### src/rtl/kbd_ctrl.sv
// kbd_ctrl: PS/2 Set-2 scan-code decoder between the receiver FIFO and the
// display/LED logic. Pops FIFO bytes with a one-cycle gap between pops and
// decodes make, break (F0) and extended (E0) sequences. It tracks the held key
// and counts distinct presses.
// Optional feature: define KBD_EXT_EN to decode E0-prefixed extended codes.
// Without it, E0 is discarded and key_ext is tied low.
module kbd_ctrl #(
    parameter int CNT_W       = 8,
    parameter int TIMEOUT_CYC = 1000000
) (
    input  logic             clock,
    input  logic             reset,
    input  logic [7:0]       rx_data,
    input  logic             rx_ready,
    input  logic             rx_overflow,
    output logic             rx_pop,
    output logic [7:0]       key_code,
    output logic             key_ext,
    output logic             key_down,
    output logic [CNT_W-1:0] press_cnt,
    output logic             make_pulse,
    output logic             break_pulse,
    output logic             err
);

    localparam int              TO_W    = (TIMEOUT_CYC > 2) ? $clog2(TIMEOUT_CYC) : 1;
    localparam logic [TO_W-1:0] TO_LAST = TO_W'(TIMEOUT_CYC - 1);

    localparam logic [7:0] B_BRK = 8'hF0;
    localparam logic [7:0] B_EXT = 8'hE0;
    localparam logic [7:0] B_BAT = 8'hAA;
    localparam logic [7:0] B_ACK = 8'hFA;

    typedef enum logic [1:0] {
        IDLE,
`ifdef KBD_EXT_EN
        BRK,
        EXT,
        EXT_BRK
`else
        BRK
`endif
    } state_t;

    // 0x00 and 0xFF are keyboard error/overrun codes, never valid scan codes.
    function automatic logic is_illegal(input logic [7:0] b);
        return (b == 8'h00) || (b == 8'hFF);
    endfunction

    // Self-test pass / ack bytes carry no key information. A stray E0 is
    // also dropped when extended decoding is compiled out.
    function automatic logic is_discard(input logic [7:0] b);
`ifdef KBD_EXT_EN
        return (b == B_BAT) || (b == B_ACK);
`else
        return (b == B_BAT) || (b == B_ACK) || (b == B_EXT);
`endif
    endfunction

    state_t           state_q;
    state_t           state_d;
    logic             pop_q;
    logic [TO_W-1:0]  to_cnt_q;
    logic [TO_W-1:0]  to_cnt_d;
    logic [7:0]       code_d;
    logic             down_d;
    logic [CNT_W-1:0] cnt_d;
    logic             make_d;
    logic             brk_d;
    logic             err_d;
    logic             is_make;
    logic             is_break;
    logic             dec_ext;
    logic             same_key;
`ifdef KBD_EXT_EN
    logic             ext_d;
`endif

    // Pop handshake, prefix FSM next state, timeout counter and key tracking.
    always_comb begin
        rx_pop   = rx_ready && !pop_q && !reset;
        state_d  = state_q;
        to_cnt_d = to_cnt_q;
        code_d   = key_code;
        down_d   = key_down;
        cnt_d    = press_cnt;
        make_d   = 1'b0;
        brk_d    = 1'b0;
        err_d    = err | rx_overflow;
        is_make  = 1'b0;
        is_break = 1'b0;
        dec_ext  = 1'b0;
`ifdef KBD_EXT_EN
        ext_d    = key_ext;
`endif

        if (rx_pop) begin
            // A pop always restarts the prefix timeout, even on its final cycle.
            to_cnt_d = '0;
            case (state_q)
                IDLE: begin
                    if (rx_data == B_BRK) begin
                        state_d = BRK;
`ifdef KBD_EXT_EN
                    end else if (rx_data == B_EXT) begin
                        state_d = EXT;
`endif
                    end else if (is_discard(rx_data)) begin
                        state_d = IDLE;
                    end else if (is_illegal(rx_data)) begin
                        err_d = 1'b1;
                    end else begin
                        is_make = 1'b1;
                    end
                end
                BRK: begin
                    state_d = IDLE;
                    if (is_illegal(rx_data)) begin
                        err_d = 1'b1;
                    end else begin
                        is_break = 1'b1;
                    end
                end
`ifdef KBD_EXT_EN
                EXT: begin
                    state_d = IDLE;
                    if (rx_data == B_BRK) begin
                        state_d = EXT_BRK;
                    end else if (rx_data == B_EXT) begin
                        state_d = EXT;
                    end else if (is_discard(rx_data)) begin
                        state_d = IDLE;
                    end else if (is_illegal(rx_data)) begin
                        err_d = 1'b1;
                    end else begin
                        is_make = 1'b1;
                        dec_ext = 1'b1;
                    end
                end
                EXT_BRK: begin
                    state_d = IDLE;
                    if (is_illegal(rx_data)) begin
                        err_d = 1'b1;
                    end else begin
                        is_break = 1'b1;
                        dec_ext  = 1'b1;
                    end
                end
`endif
                default: state_d = IDLE;
            endcase
        end else if (state_q != IDLE) begin
            if (to_cnt_q == TO_LAST) begin
                state_d  = IDLE;
                to_cnt_d = '0;
            end else begin
                to_cnt_d = to_cnt_q + 1'b1;
            end
        end else begin
            to_cnt_d = '0;
        end

        same_key = key_down && (rx_data == key_code) && (dec_ext == key_ext);

        // Typematic repeats of the held key produce no output change.
        if (is_make && !same_key) begin
            code_d = rx_data;
            down_d = 1'b1;
            cnt_d  = press_cnt + CNT_W'(1);
            make_d = 1'b1;
`ifdef KBD_EXT_EN
            ext_d  = dec_ext;
`endif
        end

        // Releases of anything other than the held key are ignored.
        if (is_break && same_key) begin
            down_d = 1'b0;
            brk_d  = 1'b1;
        end
    end

    // State, pop history, timeout counter and registered outputs.
    always_ff @(posedge clock) begin
        if (reset) begin
            state_q     <= IDLE;
            pop_q       <= 1'b0;
            to_cnt_q    <= '0;
            key_code    <= 8'h00;
            key_down    <= 1'b0;
            press_cnt   <= '0;
            make_pulse  <= 1'b0;
            break_pulse <= 1'b0;
            err         <= 1'b0;
        end else begin
            state_q     <= state_d;
            pop_q       <= rx_pop;
            to_cnt_q    <= to_cnt_d;
            key_code    <= code_d;
            key_down    <= down_d;
            press_cnt   <= cnt_d;
            make_pulse  <= make_d;
            break_pulse <= brk_d;
            err         <= err_d;
        end
    end

`ifdef KBD_EXT_EN
    // Extended flag of the last make code.
    always_ff @(posedge clock) begin
        if (reset) begin
            key_ext <= 1'b0;
        end else begin
            key_ext <= ext_d;
        end
    end
`else
    assign key_ext = 1'b0;
`endif

endmodule

### config.mk
export PLATFORM = sky130hd
export DESIGN_NAME = kbd_ctrl
export DESIGN_NICKNAME = d
export VERILOG_FILES = /design/src/rtl/kbd_ctrl.sv
export SDC_FILE = /design/constraint.sdc
export NUM_CORES = 1
export LEC_CHECK = 0
export CAP_MARGIN = 25
export CORE_MARGIN = 3
export CORE_UTILIZATION = 55
export CTS_BUF_LIST = sky130_fd_sc_hd__clkbuf_2
export DETAILED_ROUTE_END_ITERATION = 16
export PLACE_DENSITY_LB_ADDON = 0.15
export SLEW_MARGIN = 20
export SYNTH_ARGS = -nofsm -noshare
export SYNTH_HDL_FRONTEND = slang
export SYNTH_SLANG_ARGS = --single-unit
### constraint.sdc
create_clock -name clock -period 2.5 [get_ports clock]
set_input_delay 0.375 -clock clock [delete_from_list [all_inputs] [get_ports clock]]
set_output_delay 0.375 -clock clock [all_outputs]
set_load 0.05 [all_outputs]
# After elaboration in Yosys (flattened, before gate mapping)
# Index checks and enable logic that the tools add are counted.
# word_totals
register_bits,43
inputBits,12
wordCells,61
# op_classes
addsub,2
eq_ne,9
n_mux,20
bitwise,2
n_reduce_logical,19
# ops
operator,n
$eq A8 B8 Y1 const B,5
$add A20 B1 Y20 const B,1
$eq A20 B20 Y1 const B,1
$mux W1,13
$mux W2,6
$add A8 B1 Y8 const B,1
$eq A8 B8 Y1,1
$logic_not A8 Y1,1
$reduce_bool A2 Y1,3
$logic_and A1 B1 Y1,5
$ne A4 B4 Y1 const B,1
$reduce_or A4 Y1,1
$logic_not A1 Y1,3
$logic_or A1 B1 Y1,3
$reduce_and A3 Y1,1
$eq A2 B1 Y1 const B,1
$logic_not A2 Y1,1
$pmux W1 S2,1
$reduce_or A2 Y1,1
$not A1 Y1,1
$or A1 B1 Y1,1

# Longest topological paths before layout
# depth
depth_word,9
ltp_mapped,6

# Worst setup path after synthesis
# OpenSTA, ideal clock, no wires.
# synth_path
path_type,input to register
from,input rx_ready
to,register key_code[1]
arrival_ns,2.276
setup_slack_ns,0.102
cell_stages,6
path_buffers,1
cell_sequence,nor3b_2 nor2b_1 nand3_4 nor3_4 buf_12 mux2_4
# synth_between
elab_chain_cells,4
# synth_lines
element,line_no,source
start: declaration,14,"input logic rx_ready,"
$logic_and A1 B1 Y1 (2 in series),81,rx_pop = rx_ready && !pop_q && !reset;
$mux W1,97,if (rx_pop) begin
$logic_and A1 B1 Y1,166,if (is_make && !same_key) begin
end signal: assignment,199,key_code <= code_d;
end: declaration,17,"output logic [7:0] key_code,"
# No other way between the ends.
# A chain may end at the register's enable or synchronous reset.

# Worst setup path after layout
# layout_path
from,register press_cnt[0]
to,output press_cnt[0]
# layout_lines
element,line_no,source
start: declaration,20,"output logic [CNT_W-1:0] press_cnt,"
start signal: assignment,201,press_cnt <= cnt_d;
# No word-level cell between the ends.

==> results.sh <==
export IMPL_status="finished, final reports clean"
export IMPL_port_buffers=32
export IMPL_setup_ws_ps=375.7
export IMPL_clock_latency_ps=400
export IMPL_fin_tns_setup_ps=0
export IMPL_skew_ps=12.32
export IMPL_yosys_warnings=0
export IMPL_holdBufCountCts=0
export IMPL_end_kind="primary output"
export IMPL_finalHoldViolCount=0
export IMPL_crit_family="buffers and inverters"
export IMPL_min_period_over_period_pct=84.97
export IMPL_dp_hpwl_um=2994
export IMPL_vdd_drop_max_mv=0.3313
export IMPL_slowest_stage="clkdlybuf4s50_1"
export IMPL_antenna_found_initial=0
export IMPL_gp_congestion=0.7938
export IMPL_setup_viol=0
export IMPL_final_common_cell="dfxtp_1"
export IMPL_routed_wl_um=4076
export IMPL_drv_cap=0
export IMPL_post_cts_buffers=0
export IMPL_synth_distinct_cells=34
export IMPL_yosysSeqAreaShare_pct=41.30
export IMPL_whs_endpoint="pop_q"
export IMPL_power_mw=1.219
export IMPL_io_pins=34
export IMPL_grt_setup_unrepaired="false"
export IMPL_min_path_cells=1
export IMPL_critPathMaxFanout=7
export IMPL_post_drt_wl_per_cell_um=13.41
export IMPL_grt_use_total_pct=20.35
export IMPL_clockBufferDepth=2
export IMPL_relSlewSlack_pct=59.44
export IMPL_die_h_um=66.84
export IMPL_tritoncts="yes"
export IMPL_syn_inst=214
export IMPL_overflow=0
export IMPL_vias=1626
export IMPL_drt_iter0_drc=83
export IMPL_numCtsBuffers=5
export IMPL_ys_seq_elements=42
export IMPL_drtAntennaViolNets=0
export IMPL_critical_path_class="reg2out"
export IMPL_period_minus_slack_ps=2124
export IMPL_worstHoldStart="pop_q"
export IMPL_htreeDepth=2
export IMPL_route_detailed_drc=0
export IMPL_grt_start_max_net_pins=23
export IMPL_dr_pass1_iters=4
export IMPL_via_per_inst=5.349
export IMPL_layout_common_cells="42 x dfxtp_1, 31 x clkdlybuf4s50_1, 28 x nor2_1"
export IMPL_die_w_um=66.84
export IMPL_finalNetCount=272
export IMPL_syn_area_um2=2036
export IMPL_path_buf_inv=1
export IMPL_reg2reg_depth=6
export IMPL_pre_cts_ws_ps=44.95
export IMPL_path_cells="clkdlybuf4s50_1"
export IMPL_drive_above_1_share_pct=15.12
export IMPL_cts_resized_gates=0
export IMPL_worst_slew_pin_slew_ps=602.8
export IMPL_slew_violations=0
export IMPL_grt_pass1_vias=1483
export IMPL_antenna_cells=0
export IMPL_arrival_ps=1750
export IMPL_rr_endpoint="key_code[7]"
export IMPL_slowest_delay_ps=850
export IMPL_start_util_pct=59.14
export IMPL_hp_class="reg2reg"
export IMPL_cp_start_kind="flop"
export IMPL_synth_nets=228
export IMPL_grt_pass1_wl_um=6844
export IMPL_worstReg2RegStart="pop_q"
export IMPL_p_leak_nw=0.8846
export IMPL_max_freq_mhz=470.8
export IMPL_power_density_nw_per_um2=487.2
export IMPL_r2r_slack_ps=660
export IMPL_die_area_um2=4468
export IMPL_worstPathRequired_ps=2120
export IMPL_syn_to_final_growth_pct=22.86
export IMPL_num_rows=21
export IMPL_clk_pin_slew_ps=200
export IMPL_root_buffer="clkbuf_2"
export IMPL_core_region_area_um2=3442
export IMPL_cts_sinks=42
export IMPL_syn_area_per_cell_um2=9.513
## state kept, by name, indices dropped and copies added (netlist names)
name and flops:
press_cnt 8, key_down 1, make_pulse 1, state_q 1
key_code 8, break_pulse 1, to_cnt_q 20, err 1
pop_q 1
## cells in the mapped netlist (all sizes together)
cell	count	share of area [%]
mux2	13	8.7
nand3	14	4.1
o21ba	1	0.49
nand2	17	3.1
nor2	28	5.2
and3	3	0.92
inv	4	0.74
a211oi	1	0.37
clkbuf	4	0.74
xnor2	12	5.2
nand4	10	3.1
o21a	1	0.37
nor4b	3	1.3
nor2b	14	4.3
xor2	15	6.5
and4	2	0.86
o21ai	3	0.92
nor4	11	4.1
ha	2	1.2
conb	1	0.18
nor3b	4	1.7
and2	1	0.31
dfxtp	42	41
buf	2	1.4
nor3	2	1.0
or4	1	0.55
mux2i	3	1.5
## where the power goes
part	switching [mW]	leakage [nW]	internal [mW]
Sequential	0.0197	0.341	0.689
Clock	0.211	0.0251	0.0677
Combinational	0.131	0.518	0.0997
Total	0.362	0.885	0.857
## how the worst max path moves through the flow
stage | cells after the start | slack, ps | end | startpoint
2_1_floorplan | 6 | 100 | key_code[1] | rx_ready
3_3_place_gp | 7 | 80 | key_code[4] | rx_data[5]
3_5_place_dp | 7 | 40 | key_code[7] | rx_data[5]
4_1_cts | 1 | 360 | press_cnt[0] | press_cnt[0]
5_1_grt | 1 | 260 | press_cnt[0] | press_cnt[0]
6_report | 1 | 380 | press_cnt[0] | press_cnt[0]
## logic make-up (layout without fill, tap and decap cells)
| logic type | after synthesis | in the layout | share of synthesized area, % |
|---|---|---|---|
| AOI/OAI and AO/OA | 6 | 6 | 2.152 |
| buffers and inverters | 10 | 54 | 2.827 |
| and+or+nand+nor | 110 | 110 | 30.55 |
| xor gates and xnor gates | 27 | 27 | 11.62 |
| muxes | 16 | 16 | 10.14 |
| DFF | 42 | 42 | 41.30 |
| adders and majority gates | 2 | 2 | 1.229 |
| other | 1 | 1 | 0.1842 |
## area by class of cell
type | instances | area (um2)
clock buffers | 6 | 30.03
clock inverters | 1 | 7.507
inverters | 4 | 15.01
flip-flops and latches | 42 | 840.8
repair buffers | 43 | 412.9
well taps | 46 | 57.56
fillers | 269 | 940.9
multi-input cells | 162 | 1137
## metrics by stage
step / utilization (%) / hold slack [ps] / cell area (um2) / instances
after detailed placement: 71.57 / 440.2 / 2464 / 297
after global routing: 72.66 / 477.8 / 2501 / 304
after global placement: 71.57 / 434.4 / 2464 / 297
after CTS: 72.66 / 468.7 / 2501 / 304
after floorplan: - / 419.4 / 2036 / 214
final: 72.66 / 469.3 / 2501 / 304
## metal layers
metal	share of wire [%]	GRT usage, %
met5	0	0
met2	49	35.64
met1	45	24.32
met3	4.5	5.059
met4	1.1	6.091
No activity file was read; power rests on OpenSTA's default activity.
==> patch, RTL diff (same settings) <==
Build with the macro `KBD_EXT_EN` defined.
--- a/src/rtl/kbd_ctrl.sv
+++ b/src/rtl/kbd_ctrl.sv
@@ -4,6 +4,8 @@
 // and counts distinct presses.
 // Optional feature: define KBD_EXT_EN to decode E0-prefixed extended codes.
 // Without it, E0 is discarded and key_ext is tied low.
+`define KBD_EXT_EN
+
 module kbd_ctrl #(
     parameter int CNT_W       = 8,
     parameter int TIMEOUT_CYC = 1000000
Check against the original RTL: not equivalent (a bounded check fails within 4 cycles, from zero or initial values and one cycle with reset high).
==> patch against the unedited design <==
Via count grew 16%. Synthesized area grew 1.3%. Routed wire length grew 10%. Design area grew 4.4%. Combinational power shrank 24%. Utilization grew 2.6 points. Sequential cell count grew 2. Die area grew 1.2%. Power shrank 3.2%. Worst setup slack lost 78 ps. Sequential power grew 2%. Global-route usage grew 1.6 points. Final cell count grew 11%. Largest power group unchanged.
==> patch: results (changes against the unedited design) <==
outcome:
  outcome: "finished clean"
finish:
  top_regs: "to_cnt_q x20, key_code x8, press_cnt x8"
  fill_cells: 285  # +5.9%
  final_net_count: 306  # +13%
  final_layout_size_suffix_gt1_share_pct: 13.36  # -1.8 points
  n_antenna_cell: 0  # unchanged
routing:
  drc: 0  # unchanged
  drt_iter0_markers: 109  # +31%
  total_routed_length_microns: 4498  # +10%
  antenna_violating_nets_post_route: 0  # unchanged
  vias: 1881  # +16%
  drt_first_pass_iters: 4  # unchanged
power:
  power_leakage_nw: 0.8631  # -2.4%
  p_sw_mw: 0.3211  # -11%
  power.ir.vdd_worst_v: 0.0003888  # +17%
synth:
  synth_seq_area_share_pct: 42.72  # +1.4 points
  synth.top_cells.by_count: "dfxtp_1, nor2_1, nand3_1"
  ys_async_sr_fraction_pct: 0  # unchanged
  yosysUniqueCellTypes: 37  # +8.8%
  synthesis.nets: 254  # +11%
  ys_top_cells_by_area: "dfxtp_1, xnor2_1, nor2_1, nand3_1, xor2_1"
  ys.warnings.count: 0  # unchanged
worst_hold_path:
  worst_hold_path_type: "flip-flop to flip-flop"
timing:
  max_slew_margin_pct: 58.11  # -1.3 points
  worst_clock_skew_on_the_final_layout_ps: 12.19  # -0.1253 ps
  tns_ps: 0  # unchanged
global_routing:
  gr-total-overflow: 0  # unchanged
  grt_pass1_wl_microns: 7700  # +13%
  first_global_vias: 1796  # +21%
  maximum_number_of_pins_on_one_net_before_global_route_repair: 21  # -8.7%
  initial_antenna_violation_count: 0  # unchanged
  globalRouteTotalUtil_pct: 21.98  # +1.6 points
clocking:
  post-cts-setup-buffers: 0  # unchanged
  clock_latency_ps: 390
  cts_resized: 0  # unchanged
  cts_htree_levels: 2  # unchanged
  cts_buffers: 5  # unchanged
  cts_root_buf: "clkbuf_2"
  clock_path_buffers: 2  # unchanged
  clkTransAtPathRegs_ps: 210
placed_design:
  numPortBuffers: 33  # +3.1%
  placement.setup.worst_slack_ps: -138.6  # -183.5 ps
  routabilityCongestion: 0.8862  # +12%
  dpl.hpwl_microns: 3343  # +12%
worst_setup_path:
  worst_ep_arrival_time_ps: 2530  # +780 ps
  worst-path-max-fanout: 12  # +5
[patch: final cells by class]
| class | instances | area share [%] |
|---|---|---|
| Clock buffer | 6 | 1.150 |
| Clock inverter | 1 | 0.1917 |
| Inverter | 8 | 1.437 |
| Multi-Input combinational cell | 177 | 41.64 |
| Sequential cell | 44 | 33.73 |
| Tap cell | 46 | 2.204 |
| Timing Repair Buffer | 56 | 19.65 |
[patch: per-stage QoR]
step / std cells / hold WS [ps] / cell area [sq um] / power [mW] / util [%]
after detailed placement: 331 / 477.7 / 2571 / 0.9125 / 74.13
after floorplan: 240 / 441.2 / 2062 / 0.8347 / -
after global routing: 338 / 532.7 / 2611 / 1.230 / 75.29
after global placement: 331 / 459.2 / 2571 / 0.9105 / 74.13
after CTS: 338 / 502.5 / 2606 / 1.187 / 75.14
final: 338 / 501.5 / 2611 / 1.180 / 75.29
[patch: metal layers]
layer / track usage (%) / wire length (microns) / up-vias / part of all wire (%)
met4: 8.354 / 54 / 0 / 1.2
li1: - / - / 955 / -
met3: 4.992 / 206 / 6 / 4.6
met2: 34.36 / 2045 / 47 / 45
met1: 29.45 / 2192 / 873 / 49
met5: 0 / 0 / - / 0
[patch: worst max-delay path, cell delays in order]
cell             delay [ps]
clkdlybuf4s50_1         450
or4_4                   590
o22ai_2                 220
buf_4                   140
or3_1                   220
buf_4                   220
o21ai_0                 130
a21oi_1                 180
[patch: worst paths after layout]
kind / from / end / slack, ps / cells after the start
setup reg to reg: pop_q$_SDFF_PP0_ / press_cnt[0]$_SDFFE_PP0P_ / 540 / 8
setup / recovery: rx_data[0] / key_code[7]$_SDFFE_PP0P_ / 300 / 8
hold / removal: press_cnt[4]$_SDFFE_PP0P_ / press_cnt[4]$_SDFFE_PP0P_ / 500 / 2
hold reg to reg: press_cnt[4]$_SDFFE_PP0P_ / press_cnt[4]$_SDFFE_PP0P_ / 500 / 2
[patch: logic make-up (layout without fill, tap and decap cells)]
kind of cell	Yosys count	in the layout	share of synthesized area [%]
muxes	2	2	0.9709
DFF	44	44	42.72
adders and majority gates	2	2	1.213
and+or+nand+nor	107	107	26.64
xor gates and xnor gates	28	28	11.89
buffers and inverters	19	71	4.794
AOI/OAI and AO/OA	38	38	11.77
[patch: power by group through the flow]
stage | Sequential [mW] | Clock, mW | Combinational [mW]
CTS | 0.725 | 0.287 | 0.175
floorplan | 0.776 | 0 | 0.0588
global route | 0.727 | 0.316 | 0.186
finish | 0.725 | 0.280 | 0.175
detailed placement | 0.739 | 0 | 0.174
global placement | 0.739 | 0 | 0.172
